--- src/rtl/host_bus_sync_pkg.sv ---
// Shared types and constants for the host bus synchronizer slice.
// HOST_BUS_TIMEOUT_EN additionally exposes the default watchdog limit.
package host_bus_sync_pkg;

    localparam int DEFAULT_ADDR_WIDTH  = 6;
    localparam int DEFAULT_DATA_WIDTH  = 16;
    localparam int DEFAULT_SYNC_STAGES = 2;
`ifdef HOST_BUS_TIMEOUT_EN
    localparam int DEFAULT_TIMEOUT_CYCLES = 1024;
`endif

    // Host strobes are active-low, so the synchronizers idle at 1.
    localparam logic STROBE_IDLE = 1'b1;
    localparam logic BUS_HIGH_Z  = 1'b1;

    typedef enum logic [2:0] {
        IDLE,
        READ_WAIT,
        READ_HOLD,
        WRITE_HOLD,
        WAIT_RELEASE
    } state_e;

endpackage

--- src/rtl/host_bus_sync_sync_chain.sv ---
// Single-bit multi-flop synchronizer with a configurable reset value.
module sync_chain
    import host_bus_sync_pkg::*;
#(
    parameter int   STAGES    = DEFAULT_SYNC_STAGES,
    parameter logic RESET_VAL = STROBE_IDLE
) (
    input  logic clk,
    input  logic nReset,
    input  logic d_i,
    output logic q_o
);

    logic [STAGES-1:0] chain_q;

    always_ff @(posedge clk or negedge nReset) begin
        if (!nReset) begin
            chain_q <= {STAGES{RESET_VAL}};
        end else begin
            chain_q <= {chain_q[STAGES-2:0], d_i};
        end
    end

    assign q_o = chain_q[STAGES-1];

endmodule

--- src/rtl/host_bus_sync.sv ---
// Host CPU bus front end: synchronizes async strobes and issues one-cycle register strobes.
// Optional watchdog on the hold states is enabled with HOST_BUS_TIMEOUT_EN.
module host_bus_sync
    import host_bus_sync_pkg::*;
#(
    parameter int ADDR_WIDTH  = DEFAULT_ADDR_WIDTH,
    parameter int DATA_WIDTH  = DEFAULT_DATA_WIDTH,
    parameter int SYNC_STAGES = DEFAULT_SYNC_STAGES
`ifdef HOST_BUS_TIMEOUT_EN
    ,
    parameter int TIMEOUT_CYCLES = DEFAULT_TIMEOUT_CYCLES
`endif
) (
    input  logic                  clk,
    input  logic                  nReset,
    input  logic                  nCS,
    input  logic                  nRD,
    input  logic                  nWR,
    input  logic [ADDR_WIDTH-1:0] busAddr,
    input  logic [DATA_WIDTH-1:0] busDataIn,
    output logic [DATA_WIDTH-1:0] busDataOut,
    output logic                  busDataT,
    output logic [ADDR_WIDTH-1:0] regAddr,
    output logic                  regRead,
    input  logic [DATA_WIDTH-1:0] regReadData,
    output logic                  regWrite,
    output logic [DATA_WIDTH-1:0] regWriteData,
    output logic                  busError
);

    localparam int                REL_W   = $clog2(SYNC_STAGES + 2);
    localparam logic [REL_W-1:0]  REL_MAX = REL_W'(SYNC_STAGES + 1);

    logic sCs, sRd, sWr;
    logic sWrPrev_q;

    state_e                state_q, state_d;
    logic [REL_W-1:0]      releaseCnt_q, releaseCnt_d;
    logic                  armed_q, armed_d;
    logic [DATA_WIDTH-1:0] busDataOut_q, busDataOut_d;
    logic                  busDataT_q, busDataT_d;
    logic [ADDR_WIDTH-1:0] regAddr_q, regAddr_d;
    logic [DATA_WIDTH-1:0] regWriteData_q, regWriteData_d;
    logic                  regWrite_q, regWrite_d;
    logic                  busError_q, busError_d;
    logic                  readIssue;
    logic                  holdTimeout;

    logic activeRead, activeWrite, illegalAccess, sWrRise;

    sync_chain #(.STAGES(SYNC_STAGES), .RESET_VAL(STROBE_IDLE)) u_syncCs (
        .clk(clk), .nReset(nReset), .d_i(nCS), .q_o(sCs)
    );
    sync_chain #(.STAGES(SYNC_STAGES), .RESET_VAL(STROBE_IDLE)) u_syncRd (
        .clk(clk), .nReset(nReset), .d_i(nRD), .q_o(sRd)
    );
    sync_chain #(.STAGES(SYNC_STAGES), .RESET_VAL(STROBE_IDLE)) u_syncWr (
        .clk(clk), .nReset(nReset), .d_i(nWR), .q_o(sWr)
    );

    assign activeRead    = !sCs && !sRd &&  sWr;
    assign activeWrite   = !sCs &&  sRd && !sWr;
    assign illegalAccess = !sCs && !sRd && !sWr;
    assign sWrRise       = sWr && !sWrPrev_q;

`ifdef HOST_BUS_TIMEOUT_EN
    localparam int CNT_W = $clog2(TIMEOUT_CYCLES + 1);

    logic [CNT_W-1:0] holdCnt_q, holdCnt_d;
    logic             inHold;

    // The counter sits at zero outside the hold states, so entering one starts it from zero.
    assign inHold      = (state_q == READ_HOLD) || (state_q == WRITE_HOLD);
    assign holdCnt_d   = inHold ? holdCnt_q + 1'b1 : '0;
    assign holdTimeout = inHold && (holdCnt_q == CNT_W'(TIMEOUT_CYCLES - 1));

    always_ff @(posedge clk or negedge nReset) begin
        if (!nReset) begin
            holdCnt_q <= '0;
        end else begin
            holdCnt_q <= holdCnt_d;
        end
    end
`else
    assign holdTimeout = 1'b0;
`endif

    always_ff @(posedge clk or negedge nReset) begin
        if (!nReset) begin
            state_q        <= IDLE;
            sWrPrev_q      <= STROBE_IDLE;
            releaseCnt_q   <= '0;
            armed_q        <= 1'b0;
            busDataOut_q   <= '0;
            busDataT_q     <= BUS_HIGH_Z;
            regAddr_q      <= '0;
            regWriteData_q <= '0;
            regWrite_q     <= 1'b0;
            busError_q     <= 1'b0;
        end else begin
            state_q        <= state_d;
            sWrPrev_q      <= sWr;
            releaseCnt_q   <= releaseCnt_d;
            armed_q        <= armed_d;
            busDataOut_q   <= busDataOut_d;
            busDataT_q     <= busDataT_d;
            regAddr_q      <= regAddr_d;
            regWriteData_q <= regWriteData_d;
            regWrite_q     <= regWrite_d;
            busError_q     <= busError_d;
        end
    end

    always_comb begin
        state_d        = state_q;
        busDataOut_d   = busDataOut_q;
        busDataT_d     = busDataT_q;
        regAddr_d      = regAddr_q;
        regWriteData_d = regWriteData_q;
        regWrite_d     = 1'b0;
        busError_d     = 1'b0;
        readIssue      = 1'b0;

        unique case (state_q)
            IDLE: begin
                if (armed_q) begin
                    if (activeRead) begin
                        readIssue = 1'b1;
                        regAddr_d = busAddr;
                        state_d   = READ_WAIT;
                    end else if (activeWrite) begin
                        state_d = WRITE_HOLD;
                    end else if (illegalAccess) begin
                        busError_d = 1'b1;
                        state_d    = WAIT_RELEASE;
                    end
                end
            end
            READ_WAIT: begin
                busDataOut_d = regReadData;
                busDataT_d   = 1'b0;
                state_d      = READ_HOLD;
            end
            READ_HOLD: begin
                if (sRd || sCs) begin
                    busDataT_d = BUS_HIGH_Z;
                    state_d    = IDLE;
                end else if (holdTimeout) begin
                    busDataT_d = BUS_HIGH_Z;
                    busError_d = 1'b1;
                    state_d    = WAIT_RELEASE;
                end
            end
            WRITE_HOLD: begin
                // Address/data latches are stable after nWR rises, so sample on the detected edge.
                if (sWrRise && !sCs) begin
                    regAddr_d      = busAddr;
                    regWriteData_d = busDataIn;
                    regWrite_d     = 1'b1;
                    state_d        = IDLE;
                end else if (sCs) begin
                    busError_d = 1'b1;
                    state_d    = IDLE;
                end else if (holdTimeout) begin
                    busError_d = 1'b1;
                    state_d    = WAIT_RELEASE;
                end
            end
            WAIT_RELEASE: begin
                if (sRd && sWr) begin
                    state_d = IDLE;
                end
            end
            default: begin
                state_d = IDLE;
            end
        endcase

        // Strobes must be seen high long enough before the next access; this also hides
        // a strobe that was already low when reset was released.
        if (sRd && sWr) begin
            releaseCnt_d = (releaseCnt_q == REL_MAX) ? REL_MAX : releaseCnt_q + 1'b1;
        end else begin
            releaseCnt_d = '0;
        end

        if (state_q == IDLE && state_d != IDLE) begin
            armed_d = 1'b0;
        end else if (releaseCnt_q == REL_MAX) begin
            armed_d = 1'b1;
        end else begin
            armed_d = armed_q;
        end
    end

    assign regRead      = readIssue;
    assign regAddr      = readIssue ? busAddr : regAddr_q;
    assign regWrite     = regWrite_q;
    assign regWriteData = regWriteData_q;
    assign busDataOut   = busDataOut_q;
    assign busDataT     = busDataT_q;
    assign busError     = busError_q;

endmodule
--- config.mk ---
export PLATFORM = sky130hd
export DESIGN_NAME = host_bus_sync
export DESIGN_NICKNAME = d
export VERILOG_FILES = /design/src/rtl/host_bus_sync_pkg.sv /design/src/rtl/host_bus_sync_sync_chain.sv /design/src/rtl/host_bus_sync.sv
export SDC_FILE = /design/constraint.sdc
export NUM_CORES = 1
export LEC_CHECK = 0
export ABC_AREA = 1
export CORE_UTILIZATION = 27
export DETAILED_ROUTE_END_ITERATION = 8
export GPL_TIMING_DRIVEN = 1
export HOLD_SLACK_MARGIN = 0.06
export SETUP_SLACK_MARGIN = 0.02
export SLEW_MARGIN = 25
export SYNTH_ARGS = -nofsm -noshare
export SYNTH_HDL_FRONTEND = slang
export SYNTH_SLANG_ARGS = --single-unit
--- constraint.sdc ---
create_clock -name clk -period 2.25 [get_ports clk]
set_clock_uncertainty 0.1 [all_clocks]
set_input_delay 0.225 -clock clk [delete_from_list [all_inputs] [get_ports clk]]
set_output_delay 0.225 -clock clk [all_outputs]
set_load 0.03 [all_outputs]
## Word level (Yosys, flattened, before mapping)

Cells that the tools add are included.

| word-level totals | value |
|---|---|
| register bits | 54 |
| input port bits | 43 |
| output and inout port bits | 42 |
| logic and storage cells | 77 |

| operators by class | value |
|---|---|
| $add $sub $neg | 1 |
| eq/ne operators | 9 |
| multiplexer cells | 32 |
| reduce and logical (&&, ||, !) cells | 22 |

Operators with widths:

| cell | number |
|---|---|
| 3-bit 2-to-1 mux | 8 |
| 6-bit 2-to-1 mux | 4 |
| 3-bit case mux with 5 select lines | 1 |
| 1-bit 2-to-1 mux | 14 |
| 6-bit case mux with 2 select lines | 1 |
| 1-bit logical AND | 9 |
| 2-bit inequality test, second input constant | 4 |
| 3-bit by 2-bit equality test with 1-bit output, second input constant | 2 |
| 2-bit nonzero test | 3 |
| 1-bit zero test | 4 |
| 2-bit 2-to-1 mux | 2 |
| 1-bit case mux with 2 select lines | 2 |
| 2-bit AND reduction | 2 |
| 4-bit AND reduction | 1 |
| 3-bit by 1-bit equality test with 1-bit output, second input constant | 1 |
| 3-bit equality test, second input constant | 1 |
| 3-bit zero test | 1 |
| 3-bit nonzero test | 1 |
| 2-bit by 1-bit adder with 2-bit output, second input constant | 1 |
| 2-bit equality test, second input constant | 1 |
| 1-bit logical OR | 1 |

## Depth between registers and ports, before layout

Gate-level depths: netlist (run 1).

| logic depth | value |
|---|---|
| word-level depth | 11 |
| mapped depth | 9 |

## Modules after synthesis

A second synthesis (run 1) with hierarchy kept.

| second synthesis, totals | value |
|---|---|
| cells, all modules | 233 |
| area, all modules | 2,135.8 sq um |

By module, submodules not included:

| module | times used | cells an instance | area an instance (sq um) |
|---|---|---|---|
| host_bus_sync | 1 | 227 | 1,978.1 |
| sync_chain | 3 | 2 | 52.6 |

## Least setup slack after synthesis (run 1)

No wires, ideal clock.

| path | value |
|---|---|
| path type | register to output |
| start point | reg u_syncCs.chain_q[1] |
| end point | out regAddr[0] |
| arrival | 1.466 ns |
| path slack | 0.459 ns |
| cell stages (with the launch flop) | 8 |
| buffers on the path | 1 |
| cell sequence | dfstp_2 -> nor2_1 -> inv_1 -> nor2_2 -> nand3_4 -> inv_2 -> buf_4 -> o21ai_1 |

| on the way | value |
|---|---|
| cells in the longest elaborated chain, start to end | 7 |

Ends and longest elaborated chain:

| item | RTL line | RTL |
|---|---|---|
| from (decl) | host_bus_sync_sync_chain.sv:14 | `logic [STAGES-1:0] chain_q;` |
| from (signal assigned) | host_bus_sync_sync_chain.sv:18 | `chain_q <= {STAGES{RESET_VAL}};` |
| from (signal assigned) | host_bus_sync_sync_chain.sv:20 | `chain_q <= {chain_q[STAGES-2:0], d_i};` |
| 1-bit zero test | host_bus_sync.sv:61 | `assign activeRead = !sCs && !sRd && sWr;` |
| 1-bit logical AND (2 in series) | host_bus_sync.sv:61 |  |
| 1-bit 2-to-1 mux | host_bus_sync.sv:127 | `if (activeRead) begin` |
| 1-bit 2-to-1 mux | host_bus_sync.sv:126 | `if (armed_q) begin` |
| 1-bit 2-to-1 mux | host_bus_sync.sv:124 | `unique case (state_q)` |
| named net regRead | host_bus_sync.sv:24 | `output logic regRead,` |
| 6-bit 2-to-1 mux | host_bus_sync.sv:197 | `assign regAddr = readIssue ? busAddr : regAddr_q;` |
| to (decl) | host_bus_sync.sv:23 | `output logic [ADDR_WIDTH-1:0] regAddr,` |

The timed path passes the listed nets, and every way through them passes these cells.

## Final worst setup path (run 1)

| path | value |
|---|---|
| start point | reg u_syncWr.chain_q[1] |
| end point | out regAddr[0] |

| on the way | value |
|---|---|
| cells in the longest elaborated chain, start to end | 5 |

Ends and longest elaborated chain:

| item | RTL line |
|---|---|
| from (decl) | host_bus_sync_sync_chain.sv:14 |
| from (signal assigned) | host_bus_sync_sync_chain.sv:18 |
| from (signal assigned) | host_bus_sync_sync_chain.sv:20 |
| 1-bit logical AND | host_bus_sync.sv:61 |
| 1-bit 2-to-1 mux | host_bus_sync.sv:127 |
| 1-bit 2-to-1 mux | host_bus_sync.sv:126 |
| 1-bit 2-to-1 mux | host_bus_sync.sv:124 |
| 6-bit 2-to-1 mux | host_bus_sync.sv:197 |

Every way passes these cells.

==> results.cfg, run 1 <==
[synth]
synth-seq-cells = 54
seq_area_frac_synth_pct = 62.3
synth_top_area_share_pct = 52.7
synth_cell_types = 24
synth_top_cell_by_area = dfrtp_1
yosysWarnings = 0
synthCells = 235
synthTopCellsByArea = dfrtp_1 (53%), nand2_1 (19%), dfstp_2 (9.6%)
syn_area_per_cell_um2 = 9.30
syn_nets = 278
syn_area_um2 = 2180

[grt]
grt_max_degree = 33
grt_pass1_wl_um = 8000
track_usage_pct = 12.1
use_met3_pct = 2.82
use_met1_pct = 15.6
gr-max-usage-layer = met2
use_met2_pct = 19.6
antenna_found_initial = 0
grt_overflow = 0
first_global_vias = 1739

[worst_setup_path]
reg2reg_to = regAddr_q[5]
worstPathArrival_ns = 1.73
crit_required_ns = 1.92
crit_type = flop to output pin
start_kind = flop
crit_path_end_kind = output pin
reg2reg_depth = 8
worstPathMaxFanout = 13
timing.rr.start = u_syncWr.chain_q[1]
ff2ff_setup_slack_ns = 0.64

[cts]
ctsRootBufferMaster = clkbuf_8
cts_tree = built
clock_sinks = 54
cts_buffers = 5
cts.clk_slew.worst_paths_ns = 0.09
clock_path_buffers = 2
insertion_delay_ns = 0.30
cts_max_level = 2
post-cts-setup-buffer-count = 0

[detailed_routing]
drtIter0Drc = 68
ant_nets = 0
routedWlPerCell_um = 11.1
drc = 0
dr.pass1.iters = 4
vias = 1749
routed_wl_um = 4790
viasPerCell = 4.07

[finish]
nFillCells = 764
antenna_cells = 0
final_core_util_pct = 41.7
nNetsFinal = 370
seq_area_um2 = 1360
drive_above_1_share_pct = 14.9
synthToLayoutAreaGrowth_pct = 48.1
multi_input_comb_area_um2 = 717

[sta]
maxSlewHeadroom_pct = 63.9
timing.final.crit_share_pct = 91.5
tightest_slew_ns = 0.542
max_freq_mhz = 486
finalSetupViolations = 0
hold_viol = 0
rsz0062_at_grt = no
period_minus_slack_ns = 2.06
drv_slew = 0
setup_slack_ns = 0.191
setup_tns_ns = 0

[min_path]
min_from = nWR
hp-class = primary input to flop
min_path_cells = 1
min_to = u_syncWr.chain_q[0]

[power_and_ir_drop]
powerDensity_nw_per_um2 = 1010
irDropWorstVdd_v = 0.000282
p_leak_nw = 1.48

[die]
die_w_um = 92.0
fp-row-count = 32
core_area_um2 = 7770
start_util_pct = 28.1
io_pins = 85
die_h_um = 92.0
die_area_um2 = 8450

[job]
drv_cap = 0

[placed_design]
io_buffers = 84
dp_hpwl_um = 3480
gp_congestion = 0.793
place_ws_ns = 0.0572

[outcome]
status = finished, final reports clean
-- state kept, by name, indices dropped and copies added, names as in the netlist --
name / flops
armed_q: 1
u_syncCs.chain_q: 2
regAddr_q: 6
regWriteData: 16
u_syncRd.chain_q: 2
regWrite: 1
releaseCnt_q: 2
busError: 1
state_q: 3
busDataOut: 16
sWrPrev_q: 1
busDataT: 1
u_syncWr.chain_q: 2
-- timing repair --
item / CTS / global route
setup endpoints to repair: 7 / 7
hold buffers: 1 / 0
endpoints found under the hold margin: 20 / 0
resized for setup: 15 / 9
pin swaps: 0 / 0
-- metrics by stage --
step / instances / total power (W) / area (µm²) / hold WS, ns
floorplan: 235 / 0.00217 / 2180 / -0.171
global placement: 421 / 0.00280 / 3160 / 0.147
detailed placement: 421 / 0.00282 / 3160 / 0.137
CTS: 430 / 0.00332 / 3260 / 0.206
global route: 430 / 0.00345 / 3240 / 0.196
finish: 430 / 0.00325 / 3240 / 0.220
-- layout make-up --
class | instances | area share (%)
multi-input combinational | 158 | 22.2
sequential | 54 | 42.1
clock buffer | 7 | 2.36
clock inverter | 1 | 0.232
timing repair buffer | 91 | 27.1
inverter | 17 | 2.13
tap | 102 | 3.94
-- worst max path at each step --
stage	from	endpoint	slack, ns
after global routing	u_syncCs.chain_q[1]	regAddr[0]	0.08
after floorplan	u_syncCs.chain_q[1]	regAddr[0]	0.46
after CTS	u_syncCs.chain_q[1]	regAddr[5]	0.03
after detailed placement	u_syncCs.chain_q[1]	regAddr[0]	0.06
final	u_syncWr.chain_q[1]	regAddr[0]	0.19
after global placement	u_syncWr.chain_q[1]	regAddr[2]	0.1
-- cell usage after synthesis, drive strengths merged --
| master | count |
|---|---|
| a21oi | 3 |
| buf | 6 |
| dfrtp | 46 |
| dfstp | 8 |
| inv | 17 |
| nand2 | 118 |
| nand3 | 5 |
| nand4 | 1 |
| nor2 | 15 |
| nor3 | 2 |
| o21ai | 13 |
| o22ai | 1 |
-- logic make-up (layout without fill, tap and decap cells) --
| group | after synthesis | count (layout) | synth area share [%] |
|---|---|---|---|
| buffers and inverters | 23 | 116 | 4.98 |
| AND/OR/NAND/NOR | 141 | 141 | 28.1 |
| flip-flops | 54 | 54 | 62.3 |
| AO/OA/AOI/OAI | 17 | 17 | 4.64 |
-- where the power goes --
part	internal [W]	switching [W]
clock network	0.000221	0.000301
logic	0.000558	0.000825
registers	0.00123	0.000122
total	0.00200	0.00125
-- worst max-delay path, cell delays in order, from the launching register on --
cell	delay [ns]
dfstp_2	0.56
inv_2	0.06
nor2_2	0.15
nand3_4	0.10
inv_4	0.13
nand2_1	0.06
o21ai_1	0.07
clkdlybuf4s18_2	0.31
-- cells in the final DEF (no fill, tap or decap) --
| cell | count |
|---|---|
| nand2_1 | 113 |
| clkdlybuf4s50_1 | 76 |
| dfrtp_1 | 46 |
| nor2_1 | 12 |
| inv_1 | 10 |
| o21ai_1 | 8 |
| dfstp_2 | 8 |
| inv_2 | 5 |
| clkbuf_8 | 5 |
| buf_4 | 5 |
| nand2_2 | 4 |
| o21ai_2 | 4 |
| clkbuf_2 | 4 |
| nand3_1 | 3 |
| a21oi_1 | 3 |
| nand3_4 | 2 |
| nor2_2 | 2 |
| inv_4 | 2 |
| clkbuf_1 | 2 |
| buf_2 | 2 |
| o22ai_1 | 1 |
| nor3_1 | 1 |
| nor3_4 | 1 |
| nor2_8 | 1 |
| nand2_4 | 1 |
| nand4_1 | 1 |
| o21ai_0 | 1 |
| clkinvlp_4 | 1 |
| dlygate4sd3_1 | 1 |
| clkdlybuf4s18_2 | 1 |
| dlygate4sd2_1 | 1 |
| buf_12 | 1 |
-- routing by layer --
layer  up-vias  wire, µm
met4         0        57
li1        905         -
met3         6       302
met5         -         0
met2        48      2230
met1       790      2200
(Power assumes the default switching activity.)
==> run 2, diff against run 1 <==
--- a/config.mk
+++ b/config.mk
@@ -15,3 +15,4 @@
 export SYNTH_ARGS = -nofsm -noshare
 export SYNTH_HDL_FRONTEND = slang
 export SYNTH_SLANG_ARGS = --single-unit
+export TNS_END_PERCENT = 20
==> run 2 against run 1 <==
Effect of this change:
- routed wire length about the same
- clock power barely moved
- total power is essentially flat
- global-route usage unchanged
- via count unchanged
- clock-buffer cell count unchanged
- first-iteration DRC count did not move
- non-clock buffer count is the same
- register-to-register slack hardly changed
- flip-flop and latch count unchanged
- critical path depth is the same
- die area unchanged
- critical path type unchanged
- critical endpoint unchanged
- largest cell class unchanged
==> results.cfg, run 2 (same netlist as run 1, synthesis figures left out) <==
[outcome]
status = finished, final reports clean

[detailed_routing]
drtIter0Drc = 68
drc = 0
routed_wl_um = 4790
routedWlPerCell_um = 11.1
vias = 1749
dr.pass1.iters = 4
viasPerCell = 4.07
ant_nets = 0

[die]
io_pins = 85
die_h_um = 92.0
core_area_um2 = 7770
start_util_pct = 28.1
fp-row-count = 32
die_area_um2 = 8450
die_w_um = 92.0

[sta]
timing.final.crit_share_pct = 91.5
tightest_slew_ns = 0.542
hold_viol = 0
drv_slew = 0
period_minus_slack_ns = 2.06
maxSlewHeadroom_pct = 63.9
finalSetupViolations = 0
setup_tns_ns = 0
max_freq_mhz = 486
rsz0062_at_grt = no

[cts]
post-cts-setup-buffer-count = 0
clock_path_buffers = 2
cts_tree = built
insertion_delay_ns = 0.30
ctsRootBufferMaster = clkbuf_8
cts_max_level = 2
cts.clk_slew.worst_paths_ns = 0.09
clock_sinks = 54
cts_buffers = 5

[finish]
nFillCells = 764
drive_above_1_share_pct = 14.9
fin_area_um2 = 3240
multi_input_comb_area_um2 = 717
final_common_cell = nand2_1
nNetsFinal = 370
seq_area_um2 = 1360
layout_common_cells = nand2_1 (113), clkdlybuf4s50_1 (76), dfrtp_1 (46)
antenna_cells = 0
synthToLayoutAreaGrowth_pct = 48.1

[grt]
first_global_vias = 1739
grt_overflow = 0
antenna_found_initial = 0
gr-max-usage-layer = met2
grt_max_degree = 33
use_met1_pct = 15.6
track_usage_pct = 12.1
use_met2_pct = 19.6
use_met3_pct = 2.82
grt_pass1_wl_um = 8000

[worst_setup_path]
crit_path_end_kind = output pin
critical_path_buf_inv_count = 3
worstPathArrival_ns = 1.73
crit_required_ns = 1.92
worstPathMaxFanout = 13
start_kind = flop
cp_slowest_stage_delay_ns = 0.56
cp_slowest_cell = dfstp_2
crit_type = flop to output pin
worstPathCellList = inv_2 -> nor2_2 -> nand3_4 -> inv_4 -> nand2_1 -> o21ai_1 -> clkdlybuf4s18_2
path_delay_family = flip-flops
ff2ff_setup_slack_ns = 0.64

[power_and_ir_drop]
p_clk_share_pct = 16.0
irDropWorstVdd_v = 0.000282
combPwrFrac_pct = 42.5
p_seq_share_pct = 41.4
switchingPower_w = 0.00125
fin_total_pwr_w = 0.00325
p_int_w = 0.00200
p_leak_nw = 1.48
switching_share_pct = 38.4
powerDensity_nw_per_um2 = 1010

[min_path]
hp-class = primary input to flop

[placed_design]
dp_hpwl_um = 3480
io_buffers = 84
postPlaceCellArea_um2 = 3160
gp_congestion = 0.793

[job]
drv_cap = 0
run 2: cell types whose count changed in the layout (fill, tap and decap cells not counted):
cell | previous run | this run
clkbuf_2 | 4 | 5
buf_2 | 2 | 1
run 2: area by class of cell:
| class | instances | share of cell area, % |
|---|---|---|
| Clock inverter | 1 | 0.232 |
| Multi-Input combinational cell | 158 | 22.2 |
| Timing Repair Buffer | 91 | 27.1 |
| Sequential cell | 54 | 42.1 |
| Tap cell | 102 | 3.94 |
| Inverter | 17 | 2.13 |
| Clock buffer | 7 | 2.36 |
run 2: timing repair:
action,CTS,global route
resized for setup,14,8
setup endpoints to repair,7,7
hold buffers,1,0
hold endpoints to repair,20,0
cloned,0,0
run 2: worst reg2reg max path: cells and delay by family (launching register included):
kind            cells  cell delay, ns
flops               1            0.56
buf+inv             2            0.16
simple gates        5            0.65
compound gates      1            0.08
run 2: power groups by stage:
stage          Sequential [W]  Combinational, W  Clock, W
2_1_floorplan         0.00171          0.000457         0
3_3_place_gp          0.00136           0.00144         0
3_5_place_dp          0.00137           0.00145         0
4_1_cts               0.00135           0.00143  0.000548
5_1_grt               0.00138           0.00149  0.000585
6_report              0.00135           0.00138  0.000522
run 2: final timing paths:
| check | start | to | depth (start not counted) |
|---|---|---|---|
| setup / recovery | u_syncWr.chain_q[1] | regAddr[0] | 7 |
| hold / removal | nWR | u_syncWr.chain_q[0] | 1 |
| setup reg to reg | u_syncWr.chain_q[1] | regAddr_q[5] | 8 |
| hold reg to reg | u_syncCs.chain_q[0] | u_syncCs.chain_q[1] | 0 |
| max in group asynchronous | nReset | u_syncRd.chain_q[1] | 3 |
| min in group asynchronous | nReset | busDataOut[11] | 2 |
run 2: through the flow:
step / utilization (%) / hold slack [ns] / worst slack, ns / std cells
final: 41.7 / 0.220 / 0.191 / 430
after global routing: 41.7 / 0.196 / 0.0850 / 430
after CTS: 41.9 / 0.206 / 0.0105 / 430
after detailed placement: 40.7 / 0.137 / 0.0572 / 421
after global placement: 40.7 / 0.147 / 0.0979 / 421
after floorplan: - / -0.171 / 0.459 / 235
run 2: metal layers:
metal / up-vias / part of all wire (%)
li1: 905 / -
met1: 790 / 46
met2: 48 / 47
met3: 6 / 6.3
met4: 0 / 1.2
met5: - / 0
==> run 3, diff against run 2 <==
--- a/config.mk
+++ b/config.mk
@@ -5,7 +5,6 @@
 export SDC_FILE = /design/constraint.sdc
 export NUM_CORES = 1
 export LEC_CHECK = 0
-export ABC_AREA = 1
 export CORE_UTILIZATION = 27
 export DETAILED_ROUTE_END_ITERATION = 8
 export GPL_TIMING_DRIVEN = 1
==> run 3 against run 2 <==
Effect of this change:
- synthesized area shrank 0.97%
- register-to-register slack lost 0.11 ns
- total power grew 2.0%
- clock power grew 22%
- critical endpoint is now regAddr[1]
- cell area grew 0.46%
- non-clock buffer count shrank 1
- worst hold slack gained 0.0058 ns
- cell count shrank 21%
==> results.cfg, run 3 <==
[sta]
maxSlewHeadroom_pct = 59.3
drv_slew = 0
tightest_slew_ns = 0.610
setup_tns_ns = 0
hold_viol = 0
rsz0062_at_grt = no
max_freq_mhz = 478
period_minus_slack_ns = 2.09
timing.final.crit_share_pct = 92.9
finalSetupViolations = 0

[detailed_routing]
ant_nets = 0
routedWlPerCell_um = 12.8
routed_wl_um = 4350
vias = 1483
drc = 0
viasPerCell = 4.36
drtIter0Drc = 33
dr.pass1.iters = 4

[job]
drv_cap = 0

[worst_setup_path]
ff2ff_setup_slack_ns = 0.53
startpoint = state_q[0]
reg2reg_depth = 4
crit_path_end_kind = output pin
reg2reg_to = regWriteData[7]
worstPathArrival_ns = 1.77
crit_type = flop to output pin
start_kind = flop
timing.rr.start = sWrPrev_q
critPathCapture = regAddr[1]
crit_required_ns = 1.92
worstPathMaxFanout = 8

[power_and_ir_drop]
fin_total_pwr_w = 0.00332
irDropWorstVdd_v = 0.000466
powerDensity_nw_per_um2 = 1020
p_leak_nw = 1.39

[die]
io_pins = 85
start_util_pct = 28.0
die_h_um = 91.5
die_w_um = 91.5
core_area_um2 = 7730
fp-row-count = 32
die_area_um2 = 8370

[finish]
multi_input_comb_area_um2 = 756
seq_area_um2 = 1360
final_common_cell = clkdlybuf4s50_1
fin_area_um2 = 3250
nNetsFinal = 281
antenna_cells = 0
layout_common_cells = clkdlybuf4s50_1 (76), dfrtp_1 (45), mux2_2 (41)
drive_above_1_share_pct = 32.4
nFillCells = 733
synthToLayoutAreaGrowth_pct = 50.3

[synth]
synthXorXnorAreaFrac_pct = 0.405
synth_top_family_by_area = multiplexers
ys.flop_type = dfrtp_1
synth_most_common_cell = dfrtp_1
synth_compound_area_share_pct = 2.72
synthSimpleGateAreaFrac_pct = 8.56
synthTopCellsByArea = dfrtp_1 (53%), mux2_2 (21%), dfstp_2 (9.7%)
yosysWarnings = 0
synth-seq-cells = 54
muxShareOfSynthArea_pct = 22.9
seq_area_frac_synth_pct = 62.9
synthTopCellsByCount = dfrtp_1 (46), mux2_2 (41), nor2_1 (9)
synth_cell_types = 28
syn_area_per_cell_um2 = 14.8
synthAdderAreaFrac_pct = 0
synthArstFlopShare_pct = 100
synth_edf_count = 0
synth_top_cell_by_area = dfrtp_1
synthCells = 146
synth_top_area_share_pct = 53.2
syn_area_um2 = 2160
syn_nets = 189

[grt]
grt_max_degree = 31
antenna_found_initial = 0
grt_pass1_wl_um = 7260
track_usage_pct = 11.0
first_global_vias = 1524
grt_overflow = 0

[cts]
cts_buffers = 5
cts_max_level = 2
cts_tree = built
clock_path_buffers = 2
insertion_delay_ns = 0.30
clock_sinks = 54
ctsRootBufferMaster = clkbuf_8
cts.clk_slew.worst_paths_ns = 0.10

[min_path]
hp-class = primary input to flop

[placed_design]
io_buffers = 84
postPlaceCellArea_um2 = 3120
gp_congestion = 0.809
dp_hpwl_um = 3120

[outcome]
status = finished, final reports clean
## run 3: cell types whose count changed after synthesis, moves of 5 or more
cell,delta
nand2_1,-108
mux2_2,+41
o21ai_1,-8
inv_2,-6
inv_1,-5
## run 3: timing repair
item                                    4_1_cts  5_1_grt
endpoints found under the setup margin        6        6
cloned                                        0        0
pin swaps                                     0        0
buffers inserted                              0        1
hold buffers                                  1        0
resized for setup                             2        0
endpoints found under the hold margin        24        0
## run 3: kinds of logic (layout without fill, tap and decap cells)
logic type             Yosys count  count (layout)
flip-flops                      54              54
multiplexers                    44              44
AND/OR/NAND/NOR                 28              28
buffers and inverters           10             102
AO/OA/AOI/OAI                    9               9
XOR/XNOR                         1               1
## run 3: worst min path at each step
stage | startpoint | endpoint | slack, ns | depth (start not counted)
global placement | nReset | busError | 0.18 | 1
finish | nCS | u_syncCs.chain_q[0] | 0.23 | 1
CTS | nCS | u_syncCs.chain_q[0] | 0.21 | 1
global route | nCS | u_syncCs.chain_q[0] | 0.21 | 1
detailed placement | nReset | busError | 0.18 | 1
floorplan | nReset | armed_q | -0.17 | 0
## run 3: stage by stage
step | hold slack, ns | cells | util, % | worst slack [ns]
6_report | 0.226 | 340 | 42.1 | 0.160
5_1_grt | 0.212 | 340 | 42.1 | 0.0727
4_1_cts | 0.208 | 339 | 42.0 | 0.0522
3_5_place_dp | 0.176 | 331 | 40.3 | 0.281
3_3_place_gp | 0.177 | 331 | 40.3 | 0.338
2_1_floorplan | -0.171 | 146 | - | 0.492
## run 3: area by class of cell
| cell class | instances | share of cell area (%) |
|---|---|---|
| Clock buffer | 5 | 2.12 |
| Clock inverter | 2 | 1.19 |
| Inverter | 5 | 0.577 |
| Multi-Input combinational cell | 82 | 23.2 |
| Sequential cell | 54 | 41.9 |
| Tap cell | 102 | 3.93 |
| Timing Repair Buffer | 90 | 27.0 |
## run 3: per-layer routing
metal,vias to the layer above,part of all wire (%),global-route usage [%]
li1,694,-,-
met1,730,43,13.4
met2,55,48,18.1
met3,4,8.5,4.27
met4,0,0.64,2.78
met5,-,0,0
## run 3: report_power, final
part / total [W] / internal [W] / switching (W)
registers: 0.00135 / 0.00121 / 0.000134
clock network: 0.000636 / 0.000328 / 0.000308
logic: 0.00134 / 0.000644 / 0.000691
total: 0.00332 / 0.00218 / 0.00113
## run 3: critical path: stages (launching register included)
cell and delay (ns):
dfrtp_2 0.45, nor4b_4 0.34, nand3_4 0.19, mux2_2 0.31, buf_4 0.17
